File: src/rtl/output_seq_ctrl_if.sv
// Bundles the sequencer's job config and status, scratchpad read addresses,
// accumulate controls and output-memory write port into one interface.
interface output_seq_ctrl_if #(
    parameter int unsigned ADDR_W = 16
);
    logic              start;
    logic [15:0]       num_groups;
    logic [ADDR_W-1:0] sp_base1;
    logic [ADDR_W-1:0] sp_base2;
    logic [ADDR_W-1:0] out_base;
    logic              stall;

    logic [ADDR_W-1:0] SP_ReadAddress1;
    logic [ADDR_W-1:0] SP_ReadAddress2;
    logic              acc_en;
    logic              acc_clear;
    logic [2:0]        store_count;
    logic              WriteEnable;
    logic [ADDR_W-1:0] Output_MEMAddress;
    logic              busy;
    logic              done;

    // master: job source / datapath side; slave: the sequencer
    modport master (
        output start, num_groups, sp_base1, sp_base2, out_base, stall,
        input  SP_ReadAddress1, SP_ReadAddress2, acc_en, acc_clear, store_count,
               WriteEnable, Output_MEMAddress, busy, done
    );

    modport slave (
        input  start, num_groups, sp_base1, sp_base2, out_base, stall,
        output SP_ReadAddress1, SP_ReadAddress2, acc_en, acc_clear, store_count,
               WriteEnable, Output_MEMAddress, busy, done
    );
endinterface

File: src/rtl/output_seq_ctrl.sv
// Output-pipeline sequencer: issues GROUP scratchpad read pairs per output word,
// drives the delayed accumulate controls, then one output-memory write per word.
module output_seq_ctrl #(
    parameter int unsigned ADDR_W = 16,
    parameter int unsigned GROUP  = 8,
    parameter int unsigned RD_LAT = 1
) (
    input  logic               clock,
    input  logic               reset_n,
    output_seq_ctrl_if.slave   bus
);
    localparam int unsigned CNT_W = 3;
    localparam int unsigned NG_W  = 16;
    localparam int unsigned LAT_W = 2;

    typedef enum logic [2:0] {
        S_IDLE,
        S_READ,
        S_DRAIN,
        S_WRITE,
        S_DONE
    } state_t;

    state_t            state_q, state_d;
    logic [CNT_W-1:0]  rd_cnt_q, rd_cnt_d;
    logic [LAT_W-1:0]  lat_cnt_q, lat_cnt_d;
    logic [NG_W-1:0]   grp_q, grp_d;
    logic [NG_W-1:0]   num_groups_q, num_groups_d;
    logic [ADDR_W-1:0] out_base_q, out_base_d;
    logic [ADDR_W-1:0] addr1_q, addr1_d;
    logic [ADDR_W-1:0] addr2_q, addr2_d;
    logic              we_q, we_d;
    logic [ADDR_W-1:0] waddr_q, waddr_d;
    logic [RD_LAT-1:0] vld_q, vld_d;
    logic [RD_LAT-1:0] clr_q, clr_d;
    logic [CNT_W-1:0]  idx_q [RD_LAT];
    logic [CNT_W-1:0]  idx_d [RD_LAT];
    logic              issue;
    logic [NG_W-1:0]   grp_inc;

    always_ff @(posedge clock or negedge reset_n) begin
        if (!reset_n) begin
            state_q      <= S_IDLE;
            rd_cnt_q     <= '0;
            lat_cnt_q    <= '0;
            grp_q        <= '0;
            num_groups_q <= '0;
            out_base_q   <= '0;
            addr1_q      <= '0;
            addr2_q      <= '0;
            we_q         <= 1'b0;
            waddr_q      <= '0;
            vld_q        <= '0;
            clr_q        <= '0;
            for (int i = 0; i < int'(RD_LAT); i++) idx_q[i] <= '0;
        end else begin
            state_q      <= state_d;
            rd_cnt_q     <= rd_cnt_d;
            lat_cnt_q    <= lat_cnt_d;
            grp_q        <= grp_d;
            num_groups_q <= num_groups_d;
            out_base_q   <= out_base_d;
            addr1_q      <= addr1_d;
            addr2_q      <= addr2_d;
            we_q         <= we_d;
            waddr_q      <= waddr_d;
            vld_q        <= vld_d;
            clr_q        <= clr_d;
            for (int i = 0; i < int'(RD_LAT); i++) idx_q[i] <= idx_d[i];
        end
    end

    always_comb begin
        state_d      = state_q;
        rd_cnt_d     = rd_cnt_q;
        lat_cnt_d    = lat_cnt_q;
        grp_d        = grp_q;
        num_groups_d = num_groups_q;
        out_base_d   = out_base_q;
        addr1_d      = addr1_q;
        addr2_d      = addr2_q;
        waddr_d      = waddr_q;
        issue        = 1'b0;
        grp_inc      = grp_q + NG_W'(1);

        unique case (state_q)
            S_IDLE: begin
                if (bus.start) begin
                    if (bus.num_groups != '0) begin
                        num_groups_d = bus.num_groups;
                        out_base_d   = bus.out_base;
                        addr1_d      = bus.sp_base1;
                        addr2_d      = bus.sp_base2;
                        grp_d        = '0;
                        rd_cnt_d     = '0;
                        state_d      = S_READ;
                    end else begin
                        state_d      = S_DONE;
                    end
                end
            end
            S_READ: begin
                issue    = 1'b1;
                addr1_d  = addr1_q + ADDR_W'(1);
                addr2_d  = addr2_q + ADDR_W'(1);
                rd_cnt_d = rd_cnt_q + CNT_W'(1);
                if (rd_cnt_q == CNT_W'(GROUP - 1)) begin
                    rd_cnt_d  = '0;
                    lat_cnt_d = '0;
                    state_d   = S_DRAIN;
                end
            end
            S_DRAIN: begin
                lat_cnt_d = lat_cnt_q + LAT_W'(1);
                if (lat_cnt_q == LAT_W'(RD_LAT - 1)) state_d = S_WRITE;
            end
            S_WRITE: begin
                // we_q high means the write is happening this cycle
                if (we_q) begin
                    grp_d   = grp_inc;
                    state_d = (grp_inc == num_groups_q) ? S_DONE : S_READ;
                end
            end
            S_DONE:  state_d = S_IDLE;
            default: state_d = S_IDLE;
        endcase

        // Registered strobe: stall seen now gates the write presented next cycle
        we_d = (state_d == S_WRITE) && !bus.stall;
        if (state_d == S_WRITE) waddr_d = out_base_q + ADDR_W'(grp_q);

        // Issue pipeline; the index holds whenever no valid moves into a stage
        vld_d[0] = issue;
        clr_d[0] = issue && (rd_cnt_q == '0);
        idx_d[0] = issue ? rd_cnt_q : idx_q[0];
        for (int i = 1; i < int'(RD_LAT); i++) begin
            vld_d[i] = vld_q[i-1];
            clr_d[i] = clr_q[i-1];
            idx_d[i] = vld_q[i-1] ? idx_q[i-1] : idx_q[i];
        end
    end

    assign bus.SP_ReadAddress1   = addr1_q;
    assign bus.SP_ReadAddress2   = addr2_q;
    assign bus.acc_en            = vld_q[RD_LAT-1];
    assign bus.acc_clear         = clr_q[RD_LAT-1];
    assign bus.store_count       = idx_q[RD_LAT-1];
    assign bus.WriteEnable       = we_q;
    assign bus.Output_MEMAddress = waddr_q;
    assign bus.busy              = (state_q != S_IDLE);
    assign bus.done              = (state_q == S_DONE);
endmodule

File: src/flat_wrapper.sv
// flat-port wrapper written by rule: the top's interface ports become plain ports
module output_seq_ctrl_flat 
#(
    parameter int unsigned ADDR_W = 16,
    parameter int unsigned GROUP  = 8,
    parameter int unsigned RD_LAT = 1
)
  (clock, reset_n, bus_start, bus_num_groups, bus_sp_base1, bus_sp_base2, bus_out_base, bus_stall, bus_SP_ReadAddress1, bus_SP_ReadAddress2, bus_acc_en, bus_acc_clear, bus_store_count, bus_WriteEnable, bus_Output_MEMAddress, bus_busy, bus_done);
  output_seq_ctrl_if #(.ADDR_W(ADDR_W)) bus_i ();
  input  logic clock;
  input  logic reset_n;
  input wire logic [$bits(bus_i.start)-1:0] bus_start;
  input wire logic [$bits(bus_i.num_groups)-1:0] bus_num_groups;
  input wire logic [$bits(bus_i.sp_base1)-1:0] bus_sp_base1;
  input wire logic [$bits(bus_i.sp_base2)-1:0] bus_sp_base2;
  input wire logic [$bits(bus_i.out_base)-1:0] bus_out_base;
  input wire logic [$bits(bus_i.stall)-1:0] bus_stall;
  output wire logic [$bits(bus_i.SP_ReadAddress1)-1:0] bus_SP_ReadAddress1;
  output wire logic [$bits(bus_i.SP_ReadAddress2)-1:0] bus_SP_ReadAddress2;
  output wire logic [$bits(bus_i.acc_en)-1:0] bus_acc_en;
  output wire logic [$bits(bus_i.acc_clear)-1:0] bus_acc_clear;
  output wire logic [$bits(bus_i.store_count)-1:0] bus_store_count;
  output wire logic [$bits(bus_i.WriteEnable)-1:0] bus_WriteEnable;
  output wire logic [$bits(bus_i.Output_MEMAddress)-1:0] bus_Output_MEMAddress;
  output wire logic [$bits(bus_i.busy)-1:0] bus_busy;
  output wire logic [$bits(bus_i.done)-1:0] bus_done;
  assign bus_i.start = bus_start;
  assign bus_i.num_groups = bus_num_groups;
  assign bus_i.sp_base1 = bus_sp_base1;
  assign bus_i.sp_base2 = bus_sp_base2;
  assign bus_i.out_base = bus_out_base;
  assign bus_i.stall = bus_stall;
  assign bus_SP_ReadAddress1 = bus_i.SP_ReadAddress1;
  assign bus_SP_ReadAddress2 = bus_i.SP_ReadAddress2;
  assign bus_acc_en = bus_i.acc_en;
  assign bus_acc_clear = bus_i.acc_clear;
  assign bus_store_count = bus_i.store_count;
  assign bus_WriteEnable = bus_i.WriteEnable;
  assign bus_Output_MEMAddress = bus_i.Output_MEMAddress;
  assign bus_busy = bus_i.busy;
  assign bus_done = bus_i.done;
  output_seq_ctrl #(.ADDR_W(ADDR_W), .GROUP(GROUP), .RD_LAT(RD_LAT)) u_core (.clock(clock), .reset_n(reset_n), .bus(bus_i));
endmodule
File: config.mk
export PLATFORM = sky130hd
export DESIGN_NAME = output_seq_ctrl_flat
export DESIGN_NICKNAME = d
export VERILOG_FILES = /design/src/rtl/output_seq_ctrl_if.sv /design/src/rtl/output_seq_ctrl.sv /design/src/flat_wrapper.sv
export SDC_FILE = /design/constraint.sdc
export NUM_CORES = 1
export LEC_CHECK = 0
export ABC_CLOCK_PERIOD_IN_PS = 6100
export CAP_MARGIN = 20
export CORE_MARGIN = 2
export CORE_UTILIZATION = 39
export CTS_BUF_LIST = sky130_fd_sc_hd__clkbuf_4
export CTS_CLUSTER_DIAMETER = 120
export DETAILED_ROUTE_END_ITERATION = 10
export HOLD_SLACK_MARGIN = 0.1
export PLACE_DENSITY = 0.7
export RECOVER_POWER = 50
export SETUP_SLACK_MARGIN = 0.1
export SLEW_MARGIN = 20
export SYNTH_ARGS = -nofsm -noshare
export SYNTH_HDL_FRONTEND = slang
export SYNTH_SLANG_ARGS = --single-unit
File: constraint.sdc
create_clock -name clock -period 6.1 [get_ports clock]
set_input_delay 1.22 -clock clock [delete_from_list [all_inputs] [get_ports clock]]
set_output_delay 1.22 -clock clock [all_outputs]
set_load 0.02 [all_outputs]
; ---- Word-level counts from Yosys, hierarchy flattened
; Cells that the tools add are included.
[totals]
register_bits = 110
input_bits = 68
output_inout_bits = 56
elab_cells = 69
[op_classes]
n_addsub = 6
eq_ne = 11
muxes = 24
n_reduce_logical = 15
[ops]
columns = op, n
row1 = $mux W16, 7
row2 = $pmux W16 S2, 3
row3 = $add A16 B1 Y16 const B, 3
row4 = $mux W3, 9
row5 = $add A16 B16 Y16, 1
row6 = $eq A16 B16 Y1, 1
row7 = $reduce_bool A16 Y1, 1
row8 = $pmux W3 S4, 1
row9 = $eq A3 B2 Y1 const B, 3
row10 = $eq A3 B3 Y1 const B, 2
row11 = $logic_not A3 Y1, 2
row12 = $ne A2 B1 Y1 const B, 3
row13 = $pmux W3 S2, 1
row14 = $reduce_and A3 Y1, 2
row15 = $reduce_bool A2 Y1, 3
row16 = $pmux W2 S2, 1
row17 = $reduce_and A4 Y1, 1
row18 = $add A3 B1 Y3 const B, 1
row19 = $eq A3 B1 Y1 const B, 1
row20 = $reduce_bool A3 Y1, 1
row21 = $add A2 B1 Y2 const B, 1
row22 = $logic_and A1 B1 Y1, 2
row23 = $logic_not A2 Y1, 1
row24 = $mux W2, 1
row25 = 4 further kinds, 4

; ---- Longest topological paths before layout
[depth]
word_depth = 7
mapped_depth = 10
depth_no_buf = 9

; ---- Worst setup path before layout
; No wires, ideal clock.
[synth_timing]
path_kind = in2reg
startpoint = in bus_num_groups[10]
endpoint = reg u_core.waddr_q[0] (netlist: u_core.bus.Output_MEMAddress[0])
setup_time_ns = 0.125
arrival_ns = 2.597
setup_slack_ns = 3.379
stages = 7
path_cell_list = nor4_1 -> nand4_1 -> nor2b_1 -> buf_2 -> o21ai_1 -> buf_2 -> mux2_2
[synth_between]
elab_chain_cells = 5
[synth_rtl]
columns = element, line_no
row1 = start: declaration, flat_wrapper.sv:13  ; input wire logic [$bits(bus_i.num_groups)-1:0] bus_num_groups;
row2 = $reduce_bool A16 Y1, output_seq_ctrl.sv:89  ; if (bus.num_groups != '0) begin
row3 = $mux W3, output_seq_ctrl.sv:89
row4 = $mux W3, output_seq_ctrl.sv:88  ; if (bus.start) begin
row5 = $pmux W3 S4, output_seq_ctrl.sv:86  ; unique case (state_q)
row6 = $eq A3 B2 Y1, output_seq_ctrl.sv:130  ; if (state_d == S_WRITE) waddr_d = out_base_q + ADDR_W'(grp_q);
row7 = end signal: assignment, output_seq_ctrl.sv:66  ; waddr_q <= waddr_d;
row8 = end: declaration, output_seq_ctrl.sv:33  ; logic [ADDR_W-1:0] waddr_q, waddr_d;
; Every way passes these cells.
; A chain may end at the register's enable or synchronous reset.

==> results.tsv <==
metric	value	unit
final-seq-area	0.00275	sq mm
dieArea	0.0168	sq mm
cts_resized	0	
coreArea	0.0153	sq mm
place_inst	999	
layout_common_cells	nand2_1, dfrtp_1, clkdlybuf4s50_1, nor2_1, o21ai_0	
syn_nets	789	
place.gp.congestion	0.859	
overflow	0	
violations	max-capacitance violations, max-slew violations	
nFillCells	1454	
grt_setup_unrepaired	no	
grt_pass1_vias	5144	
io_buffers	123	
clk_root_buffer_cell	clkbuf_4	
antenna_found_initial	0	
cts_setup_buffers	0	
rr_worst_depth	8	
reg2reg_slack	3.16	ns
initial_core_util	40.2	%
synth_area_leaders	dfrtp_1, nand2_1, ha_1	
die_y	130	um
fin_cells	1015	
synth_edf_count	0	
relSlewSlack	-74.5	%
leakagePower	3.31	nW
r2r_start	u_core.state_q[1]	
layout-area-overhead-vs-synth	23.9	%
cts_tree	done	
io_pins	124	
layout_setup_ws	1.98	ns
synth_cell_types	61	
yosysSeqAreaShare	44.7	%
crit_chain	clkbuf_1 -> clkbuf_2	
synthArstFlopShare	100	%
cts_buffer_depth	2	
synth_top_area_share	44.7	%
min_period	4.12	ns
num_antenna_cells	0	
timing.hold.ws	0.496	ns
clkSlewWorstSetupHoldPaths	0.19	ns
crit_family	buffers and inverters	
cts_buffers	9	
wl_per_cell	15.5	um
hold_violations	0	
grt_max_degree	63	
min_to	u_core.bus.store_count[2]	
firstDrtPassIters	5	
vias	5440	
drc	0	
end_kind	asynchronous set/reset pin	
slowest_stage	clkbuf_1	
antenna_left	0	
startpoint_type	primary input	
drtIter0Drc	276	
die_w	130	um
whs_path_depth	2	
drive_gt1_share	4.60	%
grt_pass1_wl	26000	um
crit_buf_inv	2	
run_status	finished with violations	
fin_nets	890	
cts.sinks	110	
worstSetupPathType	primary input to asynchronous set/reset pin	
grtUsageTotal	19.5	%
synth_seq_cells	110	
netlist_instances	698	
avgSynthCellArea	8.82	sq um
hp-class	flip-flop to flip-flop	
htreeDepth	3	
drv_slew	113	
synth_top_area_cell	dfrtp_1	
reg2reg_to	u_core.bus.SP_ReadAddress1[14]	
detailed_place_hpwl	11100	um
critPathMaxFanout	62	
ys.flop_type	dfrtp_1	
required	6.47	ns
fp-row-count	45	
final_common_cell	nand2_1	
cp.arrival	4.50	ns
cts_hold_buf	0	
skew	0.0295	ns
dp_slack	2.07	ns
ir_drop	0.268	mV
vias_per_cell	5.36	
max_cap_viol_count	2	
max_freq	242	MHz
multiInputGateArea	0.00320	sq mm
cpPeakStageDelay	1.82	ns
worstHoldStart	u_core.bus.store_count[2]	
drt_wl_total	15700	um
yosys_warnings	0	
tightest_slew	2.62	ns
p_total	0.00337	W
clkLatencyLatePin	0.52	ns
syn-cell-area	0.00616	sq mm
fin_setup_tns	0	ns
min_period_over_period	67.6	%
p_per_area	442	mW/mm^2
setup_violations	0	
kinds of logic after synthesis:
kind of cell	after synthesis	share of synthesized area, %
DFF	110	44.7
xor gates and xnor gates	34	4.84
and+or+nand+nor	319	24.2
buffers and inverters	47	3.56
muxes	5	0.853
AOI/OAI and AO/OA	160	17.1
adders and majority gates	23	4.79
metal layers:
layer / wire (um) / vias to the layer above / global-route usage, %
met5: 0 / - / 0
met4: 127 / 0 / 4.11
met3: 1250 / 12 / 6.07
met2: 6890 / 179 / 29.7
met1: 7470 / 2551 / 27.4
li1: - / 2698 / -
layout make-up:
| class | instances | area share (%) |
|---|---|---|
| timing repair buffer | 126 | 16.3 |
| clock inverter | 7 | 0.852 |
| inverter | 11 | 0.541 |
| multi-input combinational | 541 | 41.9 |
| clock buffer | 9 | 0.885 |
| tap | 211 | 3.46 |
| sequential | 110 | 36.1 |
registers in the layout, indices dropped and copies added (netlist names), 3 cells and up:
signal	cells
u_core.out_base_q	16
u_core.grp_q	16
u_core.num_groups_q	16
u_core.bus.SP_ReadAddress2	16
u_core.rd_cnt_q	3
u_core.bus.SP_ReadAddress1	16
u_core.bus.Output_MEMAddress	16
u_core.bus.store_count	3
u_core.state_q	3
Yosys cell counts (11+ instances only):
cell type,instances
nor2_1,59
o21ai_0,48
xnor2_1,18
and3_1,12
o31ai_1,11
dfrtp_1,110
nand3_1,26
a31oi_1,12
a211oi_1,15
xor2_1,16
a21oi_1,24
nor3_1,14
clkbuf_1,13
ha_1,22
nand2_1,150
power breakdown:
group / total, W / internal (W) / switching, W
clock: 0.000361 / 0.0000925 / 0.000269
sequential: 0.00132 / 0.00103 / 0.000295
combinational: 0.00169 / 0.000750 / 0.000940
worst min-delay path, cell delays in order (launching register included):
cell and delay, ns:
dfrtp_1 0.38, nand2_1 0.05, nand2_1 0.06
through the flow:
step / area [sq um] / utilization, %
after CTS: 7640 / 49.9
final: 7630 / 49.8
after global placement: 7510 / 49.1
after detailed placement: 7510 / 49.1
after global routing: 7630 / 49.8
after floorplan: 6160 / -
worst max path at each step:
stage                       startpoint                         endpoint  slack, ns  depth (start not counted)
finish                         reset_n   u_core.bus.SP_ReadAddress1[14]       1.98                          2
global route                   reset_n                 u_core.grp_q[15]       1.23                          2
CTS                  bus_num_groups[2]                  u_core.grp_q[5]       2.64                          8
detailed placement   bus_num_groups[2]                  u_core.grp_q[5]       2.07                          8
global placement    bus_num_groups[10]                  u_core.grp_q[5]       2.11                          8
floorplan           bus_num_groups[10]  u_core.bus.Output_MEMAddress[0]       3.38                          7
No activity file was read; power rests on OpenSTA's default activity.
